<file path="src/rtl/objective_pkg.sv">
// objective_pkg: shared Q8.8 fixed-point types, constants and saturating narrowing for the neuron chain
package objective_pkg;
  localparam int FIX_W = 16;
  localparam int FRAC = 8;
  typedef logic signed [FIX_W-1:0] fix_t;
  typedef logic signed [FIX_W:0] wide_t;
  typedef logic [31:0] loss_t;
  // Clamp a W+1-bit intermediate back into W bits; overflow shows as the top two bits disagreeing.
  function automatic fix_t sat_fix(input wide_t v);
    return (v[FIX_W] == v[FIX_W-1]) ? fix_t'(v[FIX_W-1:0]) :
           (v[FIX_W] ? fix_t'({1'b1, {(FIX_W-1){1'b0}}}) : fix_t'({1'b0, {(FIX_W-1){1'b1}}}));
  endfunction
endpackage

</file>
<file path="src/rtl/objective_loss.sv">
// objective_loss: squares each sample's error, accumulates it with saturation and reports per-batch loss
// Ports: clock, reset (sync, active-high); add pulses once per sample with its diff;
// active marks the parent's loss state; last/done flag the closing sample before/after it is added;
// loss_valid/loss_data/loss_ready form the loss handshake.
module objective_loss import objective_pkg::*; #(
  parameter int F = FRAC,
  parameter int BATCH = 4
) (
  input  logic  clock,
  input  logic  reset,
  input  logic  add,
  input  logic  active,
  input  fix_t  diff,
  input  logic  loss_ready,
  output logic  last,
  output logic  done,
  output logic  loss_valid,
  output loss_t loss_data
);
  localparam int CW = $clog2(BATCH + 1);
  logic [CW-1:0] cnt;
  logic signed [31:0] prod;
  loss_t acc, sq;
  logic [32:0] sum;
  assign prod = 32'(diff) * 32'(diff);
  assign sq = loss_t'(prod >>> F);
  assign sum = {1'b0, acc} + {1'b0, sq};
  assign last = cnt == CW'(BATCH - 1);
  assign done = cnt == CW'(BATCH);
  assign loss_valid = active;
  assign loss_data = acc;
  always_ff @(posedge clock)
    if (reset || (active && loss_ready)) begin
      cnt <= '0;
      acc <= '0;
    end else if (add) begin
      cnt <= cnt + CW'(1);
      acc <= sum[32] ? '1 : sum[31:0];
    end
endmodule

</file>
<file path="src/rtl/objective.sv">
// objective: pairs each result with a target and returns the saturated error target - result upstream
// Ports: clock, reset (sync, active-high); train selects error emission; result_*/target_* are
// valid/ready input streams; error_* returns the delta to the upstream neuron; loss_* reports
// batch squared-error loss when built with OBJECTIVE_LOSS_EN (tied off otherwise).
module objective import objective_pkg::*; #(
  parameter int W = FIX_W,
  parameter int F = FRAC,
  parameter int BATCH = 4
) (
  input  logic         clock,
  input  logic         reset,
  input  logic         train,
  input  logic         result_valid,
  input  logic [W-1:0] result_data,
  output logic         result_ready,
  input  logic         target_valid,
  input  logic [W-1:0] target_data,
  output logic         target_ready,
  output logic         error_valid,
  output logic [W-1:0] error_data,
  input  logic         error_ready,
  output logic         loss_valid,
  output logic [31:0]  loss_data,
  input  logic         loss_ready
);
  typedef enum logic [1:0] {
    LOAD,
    SUB,
    ERR
`ifdef OBJECTIVE_LOSS_EN
    , LOSS
`endif
  } state_t;
  state_t state, state_nx, after_sub, after_err;
  logic have_result, have_target, result_fire, target_fire;
  fix_t res_q, tgt_q, err_q, diff;
  assign result_ready = !reset && state == LOAD && !have_result;
  assign target_ready = !reset && state == LOAD && !have_target;
  assign result_fire = result_valid && result_ready;
  assign target_fire = target_valid && target_ready;
  assign diff = sat_fix(wide_t'(tgt_q) - wide_t'(res_q));
  assign error_valid = state == ERR;
  assign error_data = err_q;
`ifdef OBJECTIVE_LOSS_EN
  logic last, done;
  objective_loss #(.F(F), .BATCH(BATCH)) u_loss (
    .clock      (clock),
    .reset      (reset),
    .add        (state == SUB),
    .active     (state == LOSS),
    .diff       (diff),
    .loss_ready (loss_ready),
    .last       (last),
    .done       (done),
    .loss_valid (loss_valid),
    .loss_data  (loss_data)
  );
  // In SUB the counter still holds the pre-increment value; by ERR it has advanced.
  assign after_sub = last ? LOSS : LOAD;
  assign after_err = done ? LOSS : LOAD;
`else
  logic unused_loss;
  assign unused_loss = loss_ready | (F == BATCH);
  assign loss_valid = 1'b0;
  assign loss_data = '0;
  assign after_sub = LOAD;
  assign after_err = LOAD;
`endif
  always_comb begin
    state_nx = state;
    case (state)
      // Look through this cycle's handshakes so SUB follows the completing handshake directly.
      LOAD: state_nx = ((have_result || result_fire) && (have_target || target_fire)) ? SUB : LOAD;
      SUB: state_nx = train ? ERR : after_sub;
      ERR: state_nx = error_ready ? after_err : ERR;
`ifdef OBJECTIVE_LOSS_EN
      LOSS: state_nx = loss_ready ? LOAD : LOSS;
`endif
      default: state_nx = LOAD;
    endcase
  end
  always_ff @(posedge clock)
    if (reset) begin
      state <= LOAD;
      have_result <= 1'b0;
      have_target <= 1'b0;
      res_q <= '0;
      tgt_q <= '0;
      err_q <= '0;
    end else begin
      state <= state_nx;
      if (result_fire) begin
        res_q <= fix_t'(result_data);
        have_result <= 1'b1;
      end
      if (target_fire) begin
        tgt_q <= fix_t'(target_data);
        have_target <= 1'b1;
      end
      if (state == SUB) begin
        err_q <= diff;
        have_result <= 1'b0;
        have_target <= 1'b0;
      end
    end
endmodule
</file>
<file path="config.mk">
export PLATFORM = sky130hd
export DESIGN_NAME = objective
export DESIGN_NICKNAME = d
export VERILOG_FILES = /design/src/rtl/objective_pkg.sv /design/src/rtl/objective_loss.sv /design/src/rtl/objective.sv
export SDC_FILE = /design/constraint.sdc
export NUM_CORES = 1
export LEC_CHECK = 0
export BUFFER_PORTS_ARGS = -buffer_cell sky130_fd_sc_hd__buf_2
export CORE_ASPECT_RATIO = 0.7
export CORE_MARGIN = 2
export CORE_UTILIZATION = 28
export DETAILED_ROUTE_END_ITERATION = 10
export PLACE_DENSITY = 0.51
export SETUP_SLACK_MARGIN = 0.3
export SLEW_MARGIN = 20
export SYNTH_ARGS = -nofsm -noshare
export SYNTH_HDL_FRONTEND = slang
export SYNTH_SLANG_ARGS = --single-unit
export TNS_END_PERCENT = 1
</file>
<file path="constraint.sdc">
create_clock -name clock -period 3.6 [get_ports clock]
set_input_delay 0.18 -clock clock [delete_from_list [all_inputs] [get_ports clock]]
set_output_delay 0.18 -clock clock [all_outputs]
set_load 0.005 [all_outputs]
</file>
==> results of run 1 <==
[cells in the mapped netlist (3+ instances only)]
cell / n
o21ai_0: 8
maj3_2: 10
dfxtp_1: 52
o21ai_2: 3
nand2_1: 70
a211oi_1: 8
nor2b_1: 4
ha_1: 16
a21oi_1: 44
o22ai_1: 3
and2_1: 4
xnor2_1: 5
buf_6: 3
inv_1: 24
nand2b_1: 5
clkbuf_1: 15
a211oi_2: 11
nor3_1: 4
nor2_1: 27
maj3_1: 5
xor2_1: 6
buf_4: 33
[registers in the layout, indices dropped and copies added, names as in the netlist]
signal       count
error_data      16
res_q           16
tgt_q           16
state            2
have_result      1
have_target      1
[critical path, stage by stage, from the launching register on]
cell and delay, ns:
dfxtp_1 0.33, inv_1 0.05, ha_1 0.41, a21oi_2 0.21
o221ai_2 0.14, o21a_2 0.22, o41ai_1 0.53, a211oi_4 0.22
maj3_1 0.44, a211oi_1 0.22
[routing by layer]
metal	up-vias	GRT usage (%)	part of all wire (%)
met3	4	3.631	6.2
met4	0	2.446	0.43
met1	1149	19.40	58
met2	69	16.05	35
li1	1351	-	-
met5	-	0	0
[cell families after synthesis]
logic type	count (synthesis)	share of synthesized area, %
flip-flops	52	32.81
adder cells (fa/ha/maj)	32	12.07
multiplexers	1	0.3155
other	1	0.1182
AO/OA/AOI/OAI	93	20.82
XOR/XNOR	11	3.036
buffers and inverters	76	13.60
AND/OR/NAND/NOR	125	17.23
[layout by cell type (no fill, tap or decap), types with 6 or more instances in the layout]
master and n:
a211oi_1 8, a211oi_2 10, a21oi_1 44, buf_2 56, conb_1 33, dfxtp_1 52
ha_1 16, inv_1 24, maj3_2 10, nand2_1 70, nor2_1 27, o21ai_0 8
xor2_1 6
[power by group]
group / internal [mW] / switching (mW) / total [mW] / leakage, nW
clock network: 0.327 / 0.215 / 0.542 / 0.0798
registers: 0.613 / 0.0212 / 0.634 / 0.425
logic: 0.281 / 0.368 / 0.649 / 0.962
total: 1.22 / 0.604 / 1.82 / 1.47
[repair_timing]
item	4_1_cts	5_1_grt
hold buffers	0	0
resized for setup	0	1
setup buffers	0	0
endpoints found under the hold margin	0	0
endpoints found under the setup margin	0	11
[path summary, 6_finish.rpt]
path         slack, ns             startpoint                         end  cells past startpoint
max               0.72  res_q[8]$_SDFFE_PP0P_  error_data[5]$_SDFFE_PP0P_                      9
min               0.12        result_data[14]      res_q[14]$_SDFFE_PP0P_                      3
max reg2reg       0.72  res_q[8]$_SDFFE_PP0P_  error_data[5]$_SDFFE_PP0P_                      9
min reg2reg       0.46  res_q[5]$_SDFFE_PP0P_       res_q[5]$_SDFFE_PP0P_                      2
[final cells by class]
type | count | area (sq um)
inverter | 24 | 90.09
sequential | 52 | 1041
clock inverter | 3 | 42.54
timing repair buffer | 58 | 295.3
clock buffer | 5 | 125.1
multi-input combinational | 295 | 1836
tap | 153 | 191.4
fill | 1212 | 7390
==> out/results.ini, run 1 <==
[grt]
grt.overflow.total=0
grt_use_total_pct=12.33
number_of_global_route_vias_before_repair=2409
initial_antenna_violation_count=0
grt_first_pass_wirelength_mm=12.12
grt_start_max_net_pins=53

[clock_network]
cts_inserted_buffers=5
clk_latency_ns=0.29
clockBufferDepth=2
htree_num_levels=2
clkSlewWorstSetupHoldPaths_ns=0.07
ctsRootBufferMaster=clkbuf_16
clock_sink_count=52
tritoncts=yes

[sta]
final_critical_path_setup_slack_ns=0.7235
fin_setup_tns_ns=0
clock_skew_ns=0.005491
tightest_slew_ns=1.055
slew_violations=0
fmax_mhz=347.6
timing.max_slew.rel_slack_pct=29.66
minimum_period_implied_by_the_final_worst_setup_slack_ns=2.876
layout_worst_path_cycle_share_pct=79.90
finalHoldViolCount=0
finalSetupViolCount=0
worst_hold_slack_ns=0.1154
setup_repair_after_global_routing_missed_its_margin=no

[logic_synthesis]
synth-seq-cells=52
synth-edff-count=0
post_synth.cell_area_avg_sq_um=8.115
netlist_top_cells_area=dfxtp_1 33%, nand2_1 8.3%, buf_4 7.8%
synth_cell_types=47
synth_top_cell_area_share_pct=32.81
synthCells=391
synth_sequential_area_ratio_pct=32.81
mappedNetlistArea_sq_mm=0.003173
synth_warnings=0
synth_top_area_cell=dfxtp_1
synthArstFlopShare_pct=0
synthFlopType=dfxtp_1

[setup_path]
crit_path_start_kind=flip-flop
cp.required_ns=3.80
data_arrival_time_at_the_worst_slack_endpoint_ns=3.08
critical_path.endpoint_type=flip-flop
crit_fanout=15
criticalPathCategory=reg -> reg

[floorplanning]
area_of_the_core_sq_mm=0.01101
start_util_pct=28.82
fp_rows=32
die_h_microns=93.07
pin_count=91
die_width_microns=131.2
floorplan.die_area_sq_mm=0.01221

[place]
gp_congestion=0.8428
place_ws_ns=0.5460
count_of_buffers_from_port_buffering=56
placed_cell_area_sq_mm=0.003441
place_inst=582
hpwl_mm=5.723

[power_and_ir_drop]
irDropWorstVdd_mv=0.2703
leakage_nw=1.466
cellPowerDensity_mw_per_mm2=504.0
design_power_total_mw=1.825

[detailed_routing]
drt_wl_total_mm=7.410
route.antenna.remaining_nets=0
vias_per_cell=4.361
drt_iter0_drcs=107
wire_per_inst_microns=12.56
pre_antenna_drt_iters=4
remaining_drc_errors=0
vias_after_detailed_routing=2573

[outcome]
run_status=finished clean

[finish]
synthToLayoutAreaGrowth_pct=14.12
final_layout_size_suffix_gt1_share_pct=23.34
diodes=0
nets=492
finish.cell_count_without_fillers=590
postLayoutCoreUtil_pct=32.89
design_area_sq_mm=0.003621

[worst_hold_path]
hp-class=in -> reg

[run]
max_cap_violations=0

Note: power is estimated with default switching activity, not from simulation.
==> run 2, diff against run 1 <==
ABC_AREA = 1   (was unset)
clock period = 2.9 ns   (was 3.6 ns; I/O delays follow)
==> run 2 against run 1 <==
Against the previous run: cell area is the same; area after synthesis down 1.1%; non-clock buffer count is 2 higher; sequential share of layout area unchanged; combinational power is 4.5% higher; synthesized cell count rose by 13%; utilization is 0.12 points higher; register-to-register slack lost 0.04 ns; critical endpoint is now error_data[9]$_SDFFE_PP0P_.
==> out/results.ini, run 2 <==
[outcome]
run_status=finished clean

[finish]
fill_cells=1258  ; +3.8%
most_frequent_standard_cell_in_the_layout_excluding_fill_and_tap_cells=nand2_1
synthToLayoutAreaGrowth_pct=15.39
diodes=0  ; unchanged
finish.cell_count_without_fillers=647  ; +9.7%
final_layout_size_suffix_gt1_share_pct=20.65  ; -2.7 points
nets=549  ; +12%
mostFrequentLayoutCells=110 x nand2_1, 56 x buf_2, 52 x dfxtp_1

[setup_path]
critical_path_s_top_delay_family=simple AND/OR/NAND/NOR gates
slowest_stage=fa_1
worstReg2RegEnd=error_data[9]$_SDFFE_PP0P_
r2r_cells=15  ; +6
cp_bufs_invs=2  ; +1
crit_fanout=15  ; unchanged
cp.required_ns=3.13  ; -0.67 ns
criticalPathCategory=reg -> reg
timing.reg2reg.setup_slack_ns=0.68  ; -0.04 ns
critical-path-max-stage-delay_ns=0.39  ; -0.14 ns
critical_path.endpoint_type=flip-flop
worstReg2RegStart=tgt_q[0]$_SDFFE_PP0P_
critical-path-top-cell-by-count=nand2_1
data_arrival_time_at_the_worst_slack_endpoint_ns=2.45  ; -0.63 ns
timing.critical_path.cells=inv_1, ha_1, inv_1, fa_1, nand2_1, nand2_1, nand3_1, nand2_2, nand2_1, nand2_1, nand2_1, nand2_1, nand2_2, nand2_1, a21oi_2
crit_path_start_kind=flip-flop

[logic_synthesis]
proportion_of_synthesized_area_in_mux_cells_pct=0  ; -0.32 points
synthFlopType=dfxtp_1
synth_cell_types=32  ; -32%
synth-edff-count=0  ; unchanged
synthCells=441  ; +13%
post_synth_fa_ha_maj_area_fraction_pct=7.018  ; -5.0 points
synth_sequential_area_ratio_pct=33.17  ; +0.37 points
synth_top_area_cell=dfxtp_1
synth_warnings=0  ; unchanged
synth_top_cell_area_share_pct=33.17  ; +0.37 points
netlist_top_cells_area=dfxtp_1 33%, nand2_1 13%, buf_4 7.9%
synth_xor_xnor_area_share_pct=2.512  ; -0.52 points
synth_common_cells=110 x nand2_1, 52 x dfxtp_1, 51 x inv_1, 48 x a21oi_1, 33 x buf_4
synthArstFlopShare_pct=0  ; unchanged
synth-simple-area-share_pct=22.09  ; +4.9 points
yosysMostFrequentCell=nand2_1
combinational_family_with_the_most_area_after_synthesis=simple AND/OR/NAND/NOR gates
post_synth.cell_area_avg_sq_um=7.116  ; -12%
synth-compound-area-share_pct=18.58  ; -2.2 points
mappedNetlistArea_sq_mm=0.003138  ; -1.1%
synth-seq-cells=52  ; unchanged

[sta]
fin_setup_tns_ns=0  ; unchanged
minimum_period_implied_by_the_final_worst_setup_slack_ns=2.219  ; -0.6578 ns
setup_repair_after_global_routing_missed_its_margin=no
fmax_mhz=450.7  ; +30%
clock_skew_ns=0.007161  ; +0.001669 ns
slew_violations=0  ; unchanged
finalHoldViolCount=0  ; unchanged
tightest_slew_ns=0.8063  ; -0.2488 ns
finalSetupViolCount=0  ; unchanged
timing.max_slew.rel_slack_pct=46.18  ; +17 points
layout_worst_path_cycle_share_pct=76.51  ; -3.4 points

[power_and_ir_drop]
power_switching_share_pct=34.47  ; +1.4 points
power.combinational.fraction_pct=31.7  ; -3.9 points
leakage_nw=1.785  ; +22%
sequentialPowerShare_pct=36.3  ; +1.5 points
p_switching_uw=737.6  ; +22%
share_clk_of_total_power_pct=32.0  ; +2.3 points
p_int_mw=1.402  ; +15%
cellPowerDensity_mw_per_mm2=591.0  ; +17%
irDropWorstVdd_mv=0.2322  ; -14%

[detailed_routing]
vias_per_cell=4.195  ; -3.8%
vias_after_detailed_routing=2714  ; +5.5%
wire_per_inst_microns=11.68  ; -7.0%
pre_antenna_drt_iters=4  ; unchanged
drt_iter0_drcs=107  ; unchanged
remaining_drc_errors=0  ; unchanged
route.antenna.remaining_nets=0  ; unchanged
drt_wl_total_mm=7.559  ; +2.0%

[worst_hold_path]
hold_wc_startpoint=error_ready
worst_hold_path.num_cells=2  ; -1
hp-class=in -> reg
holdPathEnd=state[1]$_SDFF_PP0_

[clock_network]
ctsRootBufferMaster=clkbuf_16
cts_inserted_buffers=5  ; unchanged
cts_hold_repair.buffers=0  ; unchanged
clkSlewWorstSetupHoldPaths_ns=0.07  ; about the same
htree_num_levels=2  ; unchanged
clock_sink_count=52  ; unchanged
clk_latency_ns=0.30  ; about the same
clockBufferDepth=2  ; unchanged
tritoncts=yes

[floorplanning]
start_util_pct=28.60  ; -0.21 points
pin_count=91  ; unchanged
fp_rows=32  ; unchanged
floorplan.die_area_sq_mm=0.01208  ; -1.1%
area_of_the_core_sq_mm=0.01097  ; -0.36%
die_width_microns=130.5  ; -0.54%
die_h_microns=92.57  ; -0.53%

[place]
place_inst=638  ; +9.6%
gp_congestion=0.8247  ; -2.1%
count_of_buffers_from_port_buffering=56  ; unchanged
hpwl_mm=5.973  ; +4.4%

[run]
max_cap_violations=0  ; unchanged

[grt]
initial_antenna_violation_count=0  ; unchanged
grt_start_max_net_pins=34  ; -36%
grt.overflow.total=0  ; unchanged
grt_first_pass_wirelength_mm=12.62  ; +4.1%
grt_use_total_pct=13.17  ; +0.85 points
number_of_global_route_vias_before_repair=2646  ; +9.8%

-- run 2: changes by cell type in the layout (fill, tap and decap cells not counted), sizes merged, moves of 3 or more --
cell / before / now
a211oi: 19 / 0
a21oi: 46 / 64
inv: 24 / 53
maj3: 15 / 0
nand2: 70 / 123
nand2b: 5 / 0
nand3: 2 / 14
nor2: 28 / 16
nor2b: 4 / 0
o21ai: 11 / 31
o22ai: 3 / 0
xnor2: 5 / 2
-- run 2: kinds of logic after synthesis --
logic type,after synthesis
AO/OA/AOI/OAI,100
XOR/XNOR,9
adder cells (fa/ha/maj),17
buffers and inverters,100
flip-flops,52
other,1
AND/OR/NAND/NOR,162
-- run 2: per-layer routing --
layer,vias to the layer above,global-route usage [%],share of wire [%]
li1,1441,-,-
met1,1215,18.16,51
met2,56,21.09,44
met3,2,3.004,4.6
met4,0,2.660,0.28
met5,-,0,0
-- run 2: what timing repair did --
item | in CTS | in global routing
gates resized for setup | 0 | 0
endpoints found under the setup margin | 0 | 3
setup buffers | 0 | 1
-- run 2: worst max path at each step --
| stage | startpoint | endpoint | slack [ns] | cells after the start |
|---|---|---|---|---|
| after floorplan | tgt_q[0]$_SDFFE_PP0P_ | error_data[10]$_SDFFE_PP0P_ | 0.89 | 15 |
| after global placement | tgt_q[0]$_SDFFE_PP0P_ | error_data[13]$_SDFFE_PP0P_ | 0.57 | 14 |
| after detailed placement | tgt_q[0]$_SDFFE_PP0P_ | error_data[0]$_SDFFE_PP0P_ | 0.46 | 14 |
| after CTS | tgt_q[0]$_SDFFE_PP0P_ | error_data[0]$_SDFFE_PP0P_ | 0.44 | 14 |
| after global routing | tgt_q[0]$_SDFFE_PP0P_ | error_data[2]$_SDFFE_PP0P_ | 0.42 | 17 |
| final | tgt_q[0]$_SDFFE_PP0P_ | error_data[9]$_SDFFE_PP0P_ | 0.68 | 15 |
-- run 2: metrics by stage --
step	util, %	hold WS [ns]	setup WS (ns)	instance area, sq um	power [mW]
floorplan	-	0.2493	0.8913	3258	1.349
global placement	31.30	0.3387	0.5668	3433	1.469
detailed placement	31.30	0.3549	0.4583	3433	1.477
CTS	32.82	0.03589	0.4356	3601	2.173
global route	33.01	0.05617	0.4237	3621	2.313
finish	33.01	0.04450	0.6813	3621	2.140
-- run 2: power groups by stage --
stage                     Clock [mW]  Combinational (mW)  Sequential (mW)
after CTS                      0.709               0.687            0.777
after floorplan                    0               0.558            0.792
after detailed placement           0               0.683            0.794
final                          0.684               0.678            0.777
after global routing           0.745               0.785            0.783
after global placement             0               0.676            0.793
-- run 2: cell type report --
cell class | instances | area, sq um | area share, %
Inverter | 53 | 198.9 | 5.494
Sequential cell | 52 | 1041 | 28.75
Multi-Input combinational cell | 321 | 1699 | 46.92
Timing Repair Buffer | 60 | 322.8 | 8.915
Clock inverter | 3 | 42.54 | 1.175
Clock buffer | 5 | 125.1 | 3.455
Tap cell | 153 | 191.4 | 5.287
==> run 3, diff against run 2 <==
clock period = 2.22 ns   (was 2.9 ns; I/O delays follow)
==> run 3 against run 2 <==
Against the previous run: clock power is 9.5% higher; die area stayed put; sequential cell count stayed put; cell area is 14% higher; non-clock buffer count is 28 higher; combinational power is 74% higher; clock-buffer cell count is 1 higher; routed wire length is 11% higher; utilization is 4.6 points higher; worst setup slack worse by 0.53 ns; sequential power is 31% higher; critical path type unchanged; critical endpoint is now tgt_q[0]$_SDFFE_PP0P_; largest cell class unchanged; largest power group is now combinational logic.
==> out/results.ini, run 3 (same netlist as run 2, synthesis figures left out) <==
[outcome]
run_status=finished clean

[clock_network]
clk_latency_ns=0.29  ; about the same
htree_num_levels=2  ; unchanged
cts_inserted_buffers=5  ; unchanged
clkSlewWorstSetupHoldPaths_ns=0.07  ; about the same
clock_sink_count=52  ; unchanged
clockBufferDepth=2  ; unchanged
ctsRootBufferMaster=clkbuf_16
tritoncts=yes

[detailed_routing]
remaining_drc_errors=0  ; unchanged
vias_after_detailed_routing=2902  ; +6.9%
drt_iter0_drcs=121  ; +13%
pre_antenna_drt_iters=4  ; unchanged
vias_per_cell=4.299  ; +2.5%
route.antenna.remaining_nets=0  ; unchanged
wire_per_inst_microns=12.48  ; +6.8%
drt_wl_total_mm=8.421  ; +11%

[place]
place_ws_ns=0.07956  ; -0.3788 ns
gp_congestion=0.8986  ; +9.0%
count_of_buffers_from_port_buffering=56  ; unchanged
hpwl_mm=6.031  ; +0.97%

[grt]
met2_use_gr_pct=22.31  ; +1.2 points
grt-busiest-layer=met2
number_of_global_route_vias_before_repair=2903  ; +9.7%
grt_start_max_net_pins=34  ; unchanged
grtUsageMet1_pct=18.96  ; +0.81 points
initial_antenna_violation_count=0  ; unchanged
grt_first_pass_wirelength_mm=13.53  ; +7.2%
globalRouteMet3Util_pct=3.351  ; +0.35 points
grt.overflow.total=0  ; unchanged
grt_use_total_pct=14.05  ; +0.87 points

[floorplanning]
floorplan.die_area_sq_mm=0.01208  ; unchanged
area_of_the_core_sq_mm=0.01097  ; unchanged
start_util_pct=28.60  ; unchanged
die_h_microns=92.57  ; unchanged
fp_rows=32  ; unchanged
pin_count=91  ; unchanged
die_width_microns=130.5  ; unchanged

[finish]
synthToLayoutAreaGrowth_pct=31.50
final_layout_size_suffix_gt1_share_pct=32.95  ; +12 points
mostFrequentLayoutCells=96 x nand2_1, 56 x buf_2, 49 x dfxtp_1
nets=578  ; +5.3%
diodes=0  ; unchanged
most_frequent_standard_cell_in_the_layout_excluding_fill_and_tap_cells=nand2_1
fill_cells=1209  ; -3.9%
final-seq-area_sq_mm=0.001045  ; +0.36%
postLayoutCoreUtil_pct=37.61  ; +4.6 points
multi_input_area_sq_mm=0.001982  ; +17%

[sta]
clock_skew_ns=0.003487  ; -0.003673 ns
finalSetupViolCount=0  ; unchanged
layout_worst_path_cycle_share_pct=93.14  ; +17 points
minimum_period_implied_by_the_final_worst_setup_slack_ns=2.068  ; -0.1510 ns
final_critical_path_setup_slack_ns=0.1523  ; -0.5290 ns
finalHoldViolCount=0  ; unchanged
fin_setup_tns_ns=0  ; unchanged
setup_repair_after_global_routing_missed_its_margin=yes
worst_hold_slack_ns=0.005389  ; -0.03912 ns
fmax_mhz=483.6  ; +7.3%
slew_violations=0  ; unchanged

[worst_hold_path]
hp-class=in -> reg

[setup_path]
data_arrival_time_at_the_worst_slack_endpoint_ns=2.30  ; -0.15 ns
crit_fanout=2  ; -13
cp.required_ns=2.45  ; -0.68 ns
criticalPathCategory=reg -> reg
crit_path_start_kind=flip-flop
critical_path.endpoint_type=flip-flop

[run]
max_cap_violations=0  ; unchanged

[power_and_ir_drop]
leakage_nw=1.953  ; +9.4%
cellPowerDensity_mw_per_mm2=714.5  ; +21%
irDropWorstVdd_mv=0.3446  ; +48%

-- run 3: area by class of cell --
| type | instances | share of cell area, % |
|---|---|---|
| multi-input cells | 322 | 48.03 |
| flip-flops and latches | 52 | 25.32 |
| repair buffers | 88 | 13.95 |
| inverters | 53 | 4.821 |
| well taps | 153 | 4.639 |
| clock buffers | 6 | 3.123 |
| clock inverters | 1 | 0.1213 |
-- run 3: routing by layer --
layer  share of wire [%]  vias to the layer above
met3                 5.9                        4
met2                  46                       69
met5                   0                        -
met4                0.63                        0
li1                    -                     1505
met1                  48                     1324
-- run 3: through the flow --
stage / std cells / area, sq um / power (mW)
after global routing: 675 / 4126 / 3.168
after floorplan: 473 / 3263 / 1.766
after detailed placement: 641 / 3486 / 1.936
final: 675 / 4126 / 2.948
after CTS: 671 / 3870 / 2.806
after global placement: 641 / 3486 / 1.930
-- run 3: worst paths after layout --
| check | start | to | slack, ns | depth (start not counted) |
|---|---|---|---|---|
| setup reg to reg | tgt_q[0]$_SDFFE_PP0P_ | tgt_q[0]$_SDFFE_PP0P_ | 0.15 | 15 |
| hold / removal | train | state[1]$_SDFF_PP0_ | 0.005 | 3 |
| hold reg to reg | error_data[2]$_SDFFE_PP0P_ | error_data[2]$_SDFFE_PP0P_ | 0.47 | 2 |
| setup / recovery | tgt_q[0]$_SDFFE_PP0P_ | tgt_q[0]$_SDFFE_PP0P_ | 0.15 | 15 |
-- run 3: repair_timing --
item,CTS,global route
pin swaps,6,16
gates cloned,1,1
endpoints found under the setup margin,15,17
hold endpoints to repair,1,0
gates resized for setup,13,45
buffers inserted,21,3
hold buffers,1,0
-- run 3: critical path, stage by stage, from the launching register on --
cell and delay [ns]:
dfxtp_2 0.32, inv_2 0.05, buf_6 0.11, buf_4 0.12, buf_4 0.12, buf_4 0.12
buf_4 0.12, buf_4 0.12, buf_4 0.12, buf_4 0.12, buf_4 0.12, buf_4 0.12
buf_4 0.12, buf_4 0.12, buf_6 0.10, a21oi_2 0.12
-- run 3: power breakdown --
part / leakage [nW] / internal (mW) / switching (mW)
clock: 0.0667 / 0.411 / 0.338
sequential: 0.426 / 0.993 / 0.0307
combinational: 1.46 / 0.480 / 0.695
total: 1.95 / 1.88 / 1.06
